[src/rtl/softmax_result_reader.sv]
// Captures one softmax output frame (1-based beats), tracks its arg-max and drains it over valid/ready.
// Optional macro SOFTMAX_RD_SIGNED_CMP_EN: arg-max compare treats words as signed two's-complement.
module softmax_result_reader #(
   parameter int DATA_WIDTH  = 24,
   parameter int OUTPUT_SIZE = 10,
   parameter int IDX_WIDTH   = 4
) (
   input  logic                  clk,
   input  logic                  rst,
   input  logic                  valid_data,
   input  logic [IDX_WIDTH-1:0]  sel_data,
   input  logic [DATA_WIDTH-1:0] data_in,
   output logic                  out_valid,
   input  logic                  out_ready,
   output logic [DATA_WIDTH-1:0] out_data,
   output logic [IDX_WIDTH-1:0]  out_idx,
   output logic                  out_last,
   output logic [IDX_WIDTH-1:0]  argmax_idx,
   output logic                  argmax_valid,
   output logic                  busy,
   output logic                  err_seq
);

   // Drain handshake: a word transfers on every rising edge where out_valid && out_ready;
   // out_data/out_idx/out_last are held while out_valid=1 and out_ready=0.

   typedef enum logic [1:0] {
      IDLE    = 2'd0,
      COLLECT = 2'd1,
      DRAIN   = 2'd2
   } state_t;

   localparam logic [IDX_WIDTH-1:0] ONE      = IDX_WIDTH'(1);
   localparam logic [IDX_WIDTH-1:0] TWO      = IDX_WIDTH'(2);
   localparam logic [IDX_WIDTH-1:0] LAST_SEL = IDX_WIDTH'(OUTPUT_SIZE);
   localparam logic [IDX_WIDTH-1:0] LAST_K   = IDX_WIDTH'(OUTPUT_SIZE - 1);

   state_t                state_q, state_d;
   logic [IDX_WIDTH-1:0]  exp_idx_q, exp_idx_d;
   logic [IDX_WIDTH-1:0]  k_q, k_d;
   logic [IDX_WIDTH-1:0]  max_idx_q, max_idx_d;
   logic [DATA_WIDTH-1:0] max_val_q, max_val_d;
   logic [IDX_WIDTH-1:0]  argmax_idx_q, argmax_idx_d;
   logic                  argmax_valid_q, argmax_valid_d;
   logic                  err_seq_q, err_seq_d;
   logic [DATA_WIDTH-1:0] buf_q [OUTPUT_SIZE];
   logic [DATA_WIDTH-1:0] buf_d [OUTPUT_SIZE];
   logic                  start_frame;
   logic                  beat_gt;

   // Strictly greater, so a tie keeps the earlier (lower) index.
`ifdef SOFTMAX_RD_SIGNED_CMP_EN
   assign beat_gt = $signed(data_in) > $signed(max_val_q);
`else
   assign beat_gt = data_in > max_val_q;
`endif

   always_comb begin
      state_d        = state_q;
      exp_idx_d      = exp_idx_q;
      k_d            = k_q;
      max_idx_d      = max_idx_q;
      max_val_d      = max_val_q;
      argmax_idx_d   = argmax_idx_q;
      argmax_valid_d = 1'b0;
      err_seq_d      = err_seq_q;
      buf_d          = buf_q;
      start_frame    = 1'b0;

      case (state_q)
         IDLE: begin
            if (valid_data) begin
               if (sel_data == ONE) start_frame = 1'b1;
               else                 err_seq_d   = 1'b1;
            end
         end
         COLLECT: begin
            if (valid_data) begin
               if (sel_data == exp_idx_q) begin
                  buf_d[exp_idx_q - ONE] = data_in;
                  exp_idx_d              = exp_idx_q + ONE;
                  if (beat_gt) begin
                     max_val_d = data_in;
                     max_idx_d = exp_idx_q - ONE;
                  end
                  if (sel_data == LAST_SEL) begin
                     argmax_idx_d   = beat_gt ? (exp_idx_q - ONE) : max_idx_q;
                     argmax_valid_d = 1'b1;
                     state_d        = DRAIN;
                     k_d            = '0;
                     exp_idx_d      = ONE;
                  end
               end else begin
                  err_seq_d = 1'b1;
                  // An out-of-order beat with sel=1 begins a fresh frame in the same cycle.
                  if (sel_data == ONE) begin
                     start_frame = 1'b1;
                  end else begin
                     state_d   = IDLE;
                     exp_idx_d = ONE;
                  end
               end
            end
         end
         DRAIN: begin
            if (valid_data) err_seq_d = 1'b1;
            if (out_ready) begin
               k_d = k_q + ONE;
               if (k_q == LAST_K) begin
                  state_d = IDLE;
                  k_d     = '0;
               end
            end
         end
         default: begin
            state_d   = IDLE;
            exp_idx_d = ONE;
            k_d       = '0;
         end
      endcase

      if (start_frame) begin
         buf_d[0]  = data_in;
         max_val_d = data_in;
         max_idx_d = '0;
         exp_idx_d = TWO;
         state_d   = COLLECT;
      end
   end

   always_ff @(posedge clk or posedge rst) begin
      if (rst) begin
         state_q        <= IDLE;
         exp_idx_q      <= ONE;
         k_q            <= '0;
         max_idx_q      <= '0;
         max_val_q      <= '0;
         argmax_idx_q   <= '0;
         argmax_valid_q <= 1'b0;
         err_seq_q      <= 1'b0;
         for (int i = 0; i < OUTPUT_SIZE; i++) buf_q[i] <= '0;
      end else begin
         state_q        <= state_d;
         exp_idx_q      <= exp_idx_d;
         k_q            <= k_d;
         max_idx_q      <= max_idx_d;
         max_val_q      <= max_val_d;
         argmax_idx_q   <= argmax_idx_d;
         argmax_valid_q <= argmax_valid_d;
         err_seq_q      <= err_seq_d;
         for (int i = 0; i < OUTPUT_SIZE; i++) buf_q[i] <= buf_d[i];
      end
   end

   // Drain outputs are forced to zero outside DRAIN so reset leaves every output at 0.
   assign out_valid    = (state_q == DRAIN);
   assign out_data     = out_valid ? buf_q[k_q] : '0;
   assign out_idx      = out_valid ? k_q : '0;
   assign out_last     = out_valid && (k_q == LAST_K);
   assign argmax_idx   = argmax_idx_q;
   assign argmax_valid = argmax_valid_q;
   assign busy         = (state_q != IDLE);
   assign err_seq      = err_seq_q;

endmodule
[config.mk]
export PLATFORM = sky130hd
export DESIGN_NAME = softmax_result_reader
export DESIGN_NICKNAME = d
export VERILOG_FILES = /design/src/rtl/softmax_result_reader.sv
export SDC_FILE = /design/constraint.sdc
export NUM_CORES = 1
export LEC_CHECK = 0
export ABC_AREA = 1
export CAP_MARGIN = 0
export CORE_ASPECT_RATIO = 1.75
export CORE_UTILIZATION = 60
export DETAILED_ROUTE_END_ITERATION = 10
export GPL_TIMING_DRIVEN = 0
export PLACE_DENSITY = 0.8
export SLEW_MARGIN = 10
export SYNTH_ARGS = -nofsm -noshare
export SYNTH_HDL_FRONTEND = slang
export SYNTH_SLANG_ARGS = --single-unit
export TNS_END_PERCENT = 1
[constraint.sdc]
create_clock -name clk -period 9.9 [get_ports clk]
set_input_delay 0.99 -clock clk [delete_from_list [all_inputs] [get_ports clk]]
set_output_delay 0.99 -clock clk [all_outputs]
set_load 0.01 [all_outputs]
# ---- After elaboration in Yosys (flattened, before gate mapping)
# Cells that the tools add are included.
dict set report op_classes {
  add_sub_neg 3
  magnitude_cmp 4
  n_eq_ne 21
  n_mux 57
  bitwise_logic 3
  reduce_logical 18
}
# cell n
set op_table {}
lappend op_table {{$mux 240} 3}
lappend op_table {{$bwmux 240} 1}
lappend op_table {{$mux 24} 10}
lappend op_table {{$bmux 24 s4} 1}
lappend op_table {{$demux 24 s4} 1}
lappend op_table {{$mux 4} 16}
lappend op_table {{$gt 24x24->1} 1}
lappend op_table {{$ne 2x2->1 const B} 8}
lappend op_table {{$mux 2} 7}
lappend op_table {{$mux 1} 13}
lappend op_table {{$pmux 4 s3} 1}
lappend op_table {{$reduce_and 6->1} 2}
lappend op_table {{$ge 5x5->1 const B} 2}
lappend op_table {{$not 4->5} 2}
lappend op_table {{$reduce_bool 2->1} 5}
lappend op_table {{$reduce_and 3->1} 3}
lappend op_table {{$add 4x1->4 const B} 2}
lappend op_table {{$eq 4x4->1 const B} 2}
lappend op_table {{$ne 4x4->1 const B} 2}
lappend op_table {{$pmux 4 s2} 1}
lappend op_table {{$reduce_and 4->1} 2}
lappend op_table {{$ne 3x1->1 const B} 2}
lappend op_table {{$pmux 2 s3} 1}
lappend op_table {{$lt 5x1->1 const B} 1}
lappend op_table {{15 further kinds} 17}
dict set report word_totals {
  reg_bits 284
  in_bits 32
  elab_cells 124
}

# ---- Depth between registers and ports, before layout
# Gate-level depths: netlist of run 1.
dict set report logic_depth {
  word_depth 11
  mapped_depth 18
  ltp_nobuf 16
}

# ---- Least setup slack after synthesis of run 1
# No wires, ideal clock.
dict set report synth_timing {
  path_kind {input port to flip-flop}
  startpoint {input data_in[0]}
  endpoint {register max_val_q[0]}
  arrival_ns 2.546
  required_time_ns 9.834
  slack_ns 7.288
  cell_stages 18
  cell_sequence {inv_1 -> clkbuf_1 -> ha_1 -> inv_1 -> nand2_1 -> nand2_1 -> nand2_1 -> nand2_1 -> nand2_1 -> nand2_1 -> nand2_1 -> nand3_2 -> nand2_1 -> nand2_2 -> nand2_1 -> buf_6 -> nand2_1 -> nand2_1}
}
dict set report synth_via {
  elab_chain_cells 5
  word_cells_on_any_way 8
}
# item line_no
set synth_rtl {}
lappend synth_rtl {{start: declaration} 12} ;# input logic [DATA_WIDTH-1:0] data_in,
lappend synth_rtl {{branches (longest 5 deep; another with $gt 24x24->1)} -}
lappend synth_rtl {{end signal: assignment} 147} ;# max_val_q <= max_val_d;
lappend synth_rtl {{end: declaration} 42} ;# logic [DATA_WIDTH-1:0] max_val_q, max_val_d;
# Several ways; the timed one is not identified. The select of a mux whose other input is x is not followed.
# A chain may end at the register's enable or synchronous reset.

# ---- Final worst setup path of run 1
dict set report layout_timing {
  startpoint {register k_q[0]}
  endpoint {output out_data[4]}
}
dict set report layout_via {
  elab_chain_cells 5
}
# item line_no
set layout_rtl {}
lappend layout_rtl {{start: declaration} 40} ;# logic [IDX_WIDTH-1:0] k_q, k_d;
lappend layout_rtl {{start signal: assignment} 145} ;# k_q <= k_d;
lappend layout_rtl {{$not 4->5 (implied by the code)} 157} ;# assign out_data = out_valid ? buf_q[k_q] : '0;
lappend layout_rtl {{$bmux 24 s4} 157}
lappend layout_rtl {{$mux 24 (implied by the code) (2 in a row)} 157}
lappend layout_rtl {{$mux 24} 157}
lappend layout_rtl {{end: declaration} 15} ;# output logic [DATA_WIDTH-1:0] out_data,
# Every way passes these cells. The select of a mux whose other input is x is not followed.

==> implementation parameters, run 1 <==
Parameter                              Value

Status
  Result of the run ... complete, no violations

Place
  IO buf count ... 68
  Setup Slack @ Placement ... ~5.7 ns
  Detailed placer's ending HPWL ... 30100 um
  Placer Congestion ... between 0.9 and 1
  Post-place instance area ... between 10000 and 15000 um^2

Floorplanning
  I/O pin count ... 69
  Starting Density ... ~62%
  Vertical die dimension ... 201.5 um
  Chip width ... 116.0 um
  Die outline area ... approximately 23000 um^2
  Standard-cell rows ... 72
  Core area ... between 20000 and 25000 um^2

STA
  Setup repair after global routing missed its margin ... false
  Slew headroom ... a little under two fifths
  Setup violations, final ... 0
  Post-route clock skew ... 0.01742 ns
  Number of hold violations in the final report ... 0
  Final worst path period share ... around half
  Post-layout minimum cycle time ... about 5 ns
  Max Transition Viols Final ... 0
  Transition time at the pin with the least slew margin ... between 0.9 and 1 ns
  Final worst slack ... roughly 5 ns
  Maximum clock frequency ... 199.6 MHz

Layout
  Count of filler cells inserted in the layout ... approximately 1800
  Net total in the final layout ... about 1800
  Diode count ... 0
  Multi-input combinational cell area ... approximately 5600 um^2
  Utilization after layout ... roughly 71%
  Layout cell share with drive strength beyond 1 ... roughly 6.2%
  Area added between synthesis and finish ... 15.14%
  Area used by sequential logic in the layout ... around 7100 um^2
  Post-layout instance area ... 15710 um^2

Logic synthesis
  Area contributors post-synth ... sky130_fd_sc_hd__dfrtp_1 (52%), sky130_fd_sc_hd__nand2_1 (12%), sky130_fd_sc_hd__o21ai_0 (10%)
  Top FF cell, synth ... sky130_fd_sc_hd__dfrtp_1
  Number of nets produced by synthesis ... 1685
  Synthesized flop and latch total ... around 280
  Most used standard cells in the synthesized netlist ... sky130_fd_sc_hd__nand2_1 (451), sky130_fd_sc_hd__dfrtp_1 (283), sky130_fd_sc_hd__o21ai_0 (280), sky130_fd_sc_hd__nor2_1 (124), sky130_fd_sc_hd__inv_1 (82)
  Number of flops mapped to enable cells by yosys ... 0
  Simple-gate portion of the synthesized area ... about a fifth
  Syn Inst Count ... roughly 1600
  Synth async-reset ratio ... 100.0%
  Portion of the post-synthesis area used by sequential elements ... between 50% and 60%
  Cell taking the most area after synthesis ... sky130_fd_sc_hd__dfrtp_1
  Top-count cell post-synth ... sky130_fd_sc_hd__nand2_1
  Xor/xnor share of the synthesized area ... less than 1%
  Combinational family with the most area after synthesis ... simple AND/OR/NAND/NOR gates
  Yosys warning count ... 0
  Adder-cell share of the synthesized area ... under 10%
  Synth top area share ... 51.91%
  Multiplexer share of the synthesized area ... 0%
  Synth unique cells ... 37
  Avg Synthesized Cell Area ... 8.416 um^2
  Share of the synthesized area in compound gates (AO/OA/AOI/OAI) ... approximately 18%
  Netlist area before placement ... ~14000 um^2

Critical path
  Worst reg2reg endpoint ... buf_q[204]
  Launching element of the worst setup path ... k_q[0]
  Critical path arrival ... approximately 4.0 ns
  Endpoint type of the worst setup path ... output port
  Cells traversed along the worst timing path ... clkinv_1 -> clkbuf_1 -> clkbuf_1 -> o21ai_0 -> o221ai_1 -> nand3_1 -> a21oi_1 -> clkdlybuf4s50_1
  Data required time at the worst endpoint ... just under 9 ns
  Maximum net fanout on the critical path ... 10
  WS Path Type ... reg -> out
  Critical path startpoint category ... register
  Crit-path slowest cell ... sky130_fd_sc_hd__clkbuf_1
  Stage delay of the slowest cell on the critical path ... 0.60 ns
  Most Frequent Cell on Critical Path ... sky130_fd_sc_hd__clkbuf_1
  Worst setup path endpoint ... out_data[4]
  Path depth of the worst reg2reg path ... 10
  Startpoint of the worst-slack reg-to-reg timing path ... exp_idx_q[0]
  Reg-to-reg setup timing slack ... 7.02 ns

CTS
  Clock Path Buffers ... 3
  Cts hold-fix bufs ... 0
  Total CTS buffers ... 26
  Source-to-sink clock delay at the later pin of the worst-skew pair ... between 0.5 and 0.6 ns
  Setup bufs post-CTS ... 0
  Number of sinks driven by the clock tree ... 284
  H-tree lvl count ... 1
  # resized after CTS ... 0
  Clock tree from TritonCTS ... yes
  Cell at the root of the clock tree ... sky130_fd_sc_hd__clkbuf_16
  Clock transition at path regs ... 0.06 ns

Drt
  Routed vias ... 12350
  Wire length reported by the detailed router ... approximately 42000 um
  Vias per cell ... ~6
  DRC ... 0
  First DRT Iteration DRCs ... between 1000 and 1500
  Number of nets still failing antenna checks after routing ... 0
  Routed WL per cell ... roughly 21 um
  First-pass iteration count of the detailed router ... 6

Global route
  Largest net degree at the start of global routing ... between 100 and 150
  Initial antenna violation count ... 0
  Total global-route track usage ... a little under two fifths
  Vias in the first global route ... ~12000
  Remaining global-route overflow ... 0
  Wire length of the first global-routing pass ... roughly 66000 um

Pwr
  Relative contribution of the clock network to total power ... ~28%
  Seq pwr share ... about a third
  Internal power component ... ~2400 uW
  Cell leakage power ... ~0.0072 uW
  Combinational cell fraction of total power ... about two fifths
  Pwr per Cell Area ... ~250 nW/um^2
  Net Switching ... roughly 1600 uW
  Switch share ... roughly two fifths
  Maximum resistive drop on vdd ... approximately 0.16 mV

Min path
  Min-Delay Path Class ... reg -> reg

Job
  Count of maximum capacitance violations ... 0
-- kinds of logic (layout without fill, tap and decap cells) --
group	count (synthesis)	in the layout
XOR/XNOR	8	8
AND/OR/NAND/NOR	664	664
buffers and inverters	192	310
AO/OA/AOI/OAI	441	441
flip-flops	284	284
adder cells (fa/ha/maj)	32	32
-- critical path, delay by kind of cell, from the launching register on --
kind            cells  cell delay [ns]
simple gates        1             0.24
compound gates      3             0.91
flops               1             0.48
buf+inv             4             1.86
-- per-stage QoR --
step | hold WS (ns) | total power (uW) | std cells | TNS (ns)
after global routing | 0.4880 | 4094 | 2035 | 0
after global placement | 0.4534 | 2753 | 1985 | -646.20
after floorplan | 0.4419 | 2116 | 1621 | 0
after CTS | 0.4751 | 3889 | 2035 | 0
after detailed placement | 0.4597 | 2782 | 1987 | 0
final | 0.4728 | 3948 | 2035 | 0
-- registers in the layout, summed over array words and instances, names as in the netlist --
name / count
exp_idx_q: 4
buf_q: 240
k_q: 4
argmax_idx: 4
state_q: 2
argmax_valid: 1
err_seq: 1
max_idx_q: 4
max_val_q: 24
-- layer usage --
layer | GRT usage, % | part of all wire [%]
met5 | 0 | 0
met4 | 31.00 | 9.2
met1 | 44.32 | 35
met3 | 6.536 | 7.2
met2 | 60.88 | 48
-- final cells by class --
type,instances,area share [%]
Tap cell,296,2.358
Sequential cell,284,45.25
Clock inverter,12,1.227
Multi-Input combinational cell,1145,35.53
Inverter,85,2.095
Timing Repair Buffer,70,4.684
Clock buffer,36,4.835
Buffer,107,4.023
-- placed cells by master, fill, tap and decap left out, types with 4 or more instances in the layout --
cell	count
sky130_fd_sc_hd__a21oi_1	38
sky130_fd_sc_hd__buf_2	6
sky130_fd_sc_hd__buf_6	27
sky130_fd_sc_hd__bufinv_16	5
sky130_fd_sc_hd__clkbuf_1	75
sky130_fd_sc_hd__clkbuf_16	27
sky130_fd_sc_hd__clkbuf_8	5
sky130_fd_sc_hd__clkdlybuf4s50_1	68
sky130_fd_sc_hd__clkinv_2	4
sky130_fd_sc_hd__dfrtp_1	283
sky130_fd_sc_hd__ha_1	32
sky130_fd_sc_hd__inv_1	81
sky130_fd_sc_hd__nand2_1	451
sky130_fd_sc_hd__nand3_1	62
sky130_fd_sc_hd__nand3_2	8
sky130_fd_sc_hd__nand4_1	5
sky130_fd_sc_hd__nor2_1	124
sky130_fd_sc_hd__nor3_1	5
sky130_fd_sc_hd__o211ai_1	7
sky130_fd_sc_hd__o21ai_0	280
sky130_fd_sc_hd__o21ai_1	57
sky130_fd_sc_hd__o21ai_2	8
sky130_fd_sc_hd__o221ai_1	42
sky130_fd_sc_hd__o22ai_1	6
sky130_fd_sc_hd__xor2_1	6
-- how the worst min path moves through the flow --
stage	cells past startpoint	endpoint	from	slack, ns
floorplan	2	max_val_q[10]	max_val_q[10]	0.44
global placement	2	max_val_q[8]	max_val_q[8]	0.45
detailed placement	2	max_val_q[1]	max_val_q[1]	0.46
CTS	2	max_val_q[1]	max_val_q[1]	0.48
global route	2	buf_q[94]	buf_q[94]	0.49
finish	2	max_val_q[1]	max_val_q[1]	0.47
-- power groups by stage --
stage | combinational, uW | sequential, uW | clock, uW
3_5_place_dp | 1480 | 1310 | 0
3_3_place_gp | 1450 | 1300 | 0
5_1_grt | 1640 | 1290 | 1160
6_report | 1540 | 1290 | 1120
2_1_floorplan | 827 | 1290 | 0
4_1_cts | 1490 | 1290 | 1110
Power figures use the tool's default switching activity.
==> run 2: changes to the inputs <==
Clock period 9.9 ns to 4.9 ns, I/O delays scaled along.
==> run 2 against run 1 <==
Sequential share of layout area hardly changed. Design area hardly changed. Register-to-register slack worse by 5.1 ns. Combinational power is 100% higher. Highest routed layer unchanged.
==> implementation parameters, run 2 (synthesis gave the netlist of run 1 again) <==
Parameter                              Value

Global route
  Largest net degree at the start of global routing ... 40 (was 117)
  Initial antenna violation count ... 0 (unchanged)
  Wire length of the first global-routing pass ... 65690 um (was 66340 um)
  Vias in the first global route ... 12250 (was 12470)
  Total global-route track usage ... 37.77% (was 38.09%)
  Remaining global-route overflow ... 0 (unchanged)

Layout
  Diode count ... 0 (unchanged)
  Number of flip-flops under the largest register name ... 240 (unchanged)
  Layout cell share with drive strength beyond 1 ... 6.368% (was 6.153%)
  Register with the highest flop count ... buf_q (unchanged)
  Utilization after layout ... 70.91% (was 70.88%)
  Count of filler cells inserted in the layout ... 1798 (was 1829)
  Net total in the final layout ... 1789 (was 1783)
  Post-layout instance area ... 15710 um^2 (about the same)
  Registers with the highest flip-flop counts ... buf_q x240, max_val_q x24 (unchanged)
  Most frequent cells in the layout ... sky130_fd_sc_hd__nand2_1 (451), sky130_fd_sc_hd__dfrtp_1 (283), sky130_fd_sc_hd__o21ai_0 (280), sky130_fd_sc_hd__nor2_1 (124), sky130_fd_sc_hd__inv_1 (81) (unchanged)
  Area added between synthesis and finish ... 15.19% (was 15.14%)
  Most common cell after layout, fill and taps aside ... sky130_fd_sc_hd__nand2_1 (unchanged)

Pwr
  Combinational cell fraction of total power ... 40.2% (was 39.0%)
  Net Switching ... 3111 uW (was 1551 uW)
  Relative contribution of the clock network to total power ... 26.3% (was 28.3%)
  Pwr per Cell Area ... 494.1 nW/um^2 (was 251.3 nW/um^2)
  Cell leakage power ... 0.007241 uW (was 0.007231 uW)
  Maximum resistive drop on vdd ... 0.3655 mV (was 0.1647 mV)
  Switch share ... 40.06% (was 39.28%)
  Internal power component ... 4654 uW (was 2397 uW)
  Seq pwr share ... 33.5% (was 32.6%)

CTS
  Setup bufs post-CTS ... 0 (unchanged)
  Clock tree from TritonCTS ... yes (unchanged)
  Cts hold-fix bufs ... 0 (unchanged)
  Clock Path Buffers ... 3 (unchanged)
  # resized after CTS ... 0 (unchanged)
  H-tree lvl count ... 1 (unchanged)
  Source-to-sink clock delay at the later pin of the worst-skew pair ... 0.53 ns (was 0.54 ns)
  Clock transition at path regs ... 0.07 ns (was 0.06 ns)
  Cell at the root of the clock tree ... sky130_fd_sc_hd__clkbuf_16 (unchanged)
  Total CTS buffers ... 26 (unchanged)
  Number of sinks driven by the clock tree ... 284 (unchanged)

Drt
  First-pass iteration count of the detailed router ... 5 (was 6)
  Number of nets still failing antenna checks after routing ... 0 (unchanged)
  Vias per cell ... 6.099 (was 6.070)
  First DRT Iteration DRCs ... 1275 (was 1223)
  Routed WL per cell ... 20.89 um (was 20.73 um)
  DRC ... 0 (unchanged)
  Wire length reported by the detailed router ... 42590 um (was 42190 um)
  Routed vias ... 12440 (was 12350)

Critical path
  Data required time at the worst endpoint ... 4.41 ns (was 8.91 ns)
  Endpoint type of the worst setup path ... output port (unchanged)
  Path depth of the worst reg2reg path ... 10 (unchanged)
  WS Path Type ... reg -> out (unchanged)
  Critical path arrival ... 4.07 ns (was 4.02 ns)
  Startpoint of the worst-slack reg-to-reg timing path ... exp_idx_q[0] (unchanged)
  Reg-to-reg setup timing slack ... 1.96 ns (was 7.02 ns)
  Critical path startpoint category ... register (unchanged)
  Maximum net fanout on the critical path ... 10 (unchanged)
  Worst reg2reg endpoint ... buf_q[202] (was buf_q[204])

Place
  Placer Congestion ... 1.019 (was 0.9978)
  Detailed placer's ending HPWL ... 30940 um (was 30100 um)
  IO buf count ... 68 (unchanged)
  Post-place instance area ... 14860 um^2 (was 14760 um^2)

STA
  Number of hold violations in the final report ... 0 (unchanged)
  Post-layout minimum cycle time ... about 4.6 ns
  Setup violations, final ... 0 (unchanged)
  Slew headroom ... 33.32% (was 37.03%)
  Setup repair after global routing missed its margin ... false (unchanged)
  Final worst path period share ... 93.11%
  Min Hold Slack ... 0.4023 ns (was 0.4728 ns)
  Maximum clock frequency ... 219.2 MHz
  Transition time at the pin with the least slew margin ... 0.9926 ns (was 0.9373 ns)
  Max Transition Viols Final ... 0 (unchanged)
  Post-route clock skew ... 0.01815 ns (was 0.01742 ns)

Job
  Count of maximum capacitance violations ... 0 (unchanged)

Floorplanning
  I/O pin count ... 69 (unchanged)
  Core area ... 22160 um^2 (unchanged)
  Starting Density ... 61.56% (unchanged)
  Standard-cell rows ... 72 (unchanged)
  Vertical die dimension ... 201.5 um (unchanged)
  Chip width ... 116.0 um (unchanged)
  Die outline area ... 23370 um^2 (unchanged)

Status
  Result of the run ... complete, no violations (unchanged)

Min path
  Min-Delay Path Class ... in -> async (was reg -> reg)
[run 2: worst max-delay path by stage]
stage / startpoint / end / slack (ns) / cells past startpoint
6_report: k_q[0] / out_data[4] / 0.34 / 8
2_1_floorplan: rst / argmax_idx[0] / 0.65 / 1
3_5_place_dp: k_q[0] / out_data[21] / 1.19 / 8
5_1_grt: k_q[0] / out_data[4] / 0.28 / 8
4_1_cts: k_q[0] / out_data[21] / 0.59 / 8
3_3_place_gp: rst / buf_q[221] / -1.28 / 2
[run 2: power groups by stage]
stage / logic (uW) / clock network [uW] / registers [uW]
finish: 3120 / 2040 / 2600
global placement: 2930 / 0 / 2640
detailed placement: 3010 / 0 / 2640
global route: 3320 / 2120 / 2620
floorplan: 1670 / 0 / 2600
CTS: 3020 / 2030 / 2600
[run 2: per-layer routing]
| metal | GRT usage, % | up-vias | wire length [um] |
|---|---|---|---|
| met3 | 4.729 | 211 | 2749 |
| li1 | - | 5595 | - |
| met4 | 29.35 | 0 | 3730 |
| met2 | 61.71 | 647 | 21010 |
| met5 | 0 | - | 0 |
| met1 | 44.48 | 5982 | 15100 |
[run 2: cell type report]
type | count | area (um^2) | share of cell area (%)
plain buffers | 107 | 631.9 | 4.021
clock buffers | 37 | 773.2 | 4.921
clock inverters | 9 | 76.32 | 0.4857
inverters | 85 | 325.3 | 2.070
multi-input cells | 1145 | 5580 | 35.51
flip-flops and latches | 284 | 7108 | 45.23
well taps | 296 | 370.4 | 2.357
repair buffers | 76 | 848.3 | 5.399
[run 2: critical path, stage by stage, from the launching register on]
cell	delay, ns
sky130_fd_sc_hd__dfrtp_1	0.47
sky130_fd_sc_hd__clkinv_1	0.18
sky130_fd_sc_hd__clkbuf_1	0.50
sky130_fd_sc_hd__clkbuf_1	0.56
sky130_fd_sc_hd__o21ai_0	0.20
sky130_fd_sc_hd__o221ai_1	0.56
sky130_fd_sc_hd__nand3_1	0.25
sky130_fd_sc_hd__a21oi_1	0.22
sky130_fd_sc_hd__clkdlybuf4s50_1	0.59
[run 2: per-stage QoR]
stage	total power, uW	cells	setup slack, ns	TNS, ns
finish	7765	2039	0.3374	0
global route	8055	2039	0.2845	0
CTS	7655	2039	0.5898	0
detailed placement	5646	1993	1.186	0
global placement	5573	1985	-1.282	-356.63
floorplan	4275	1621	0.6476	0
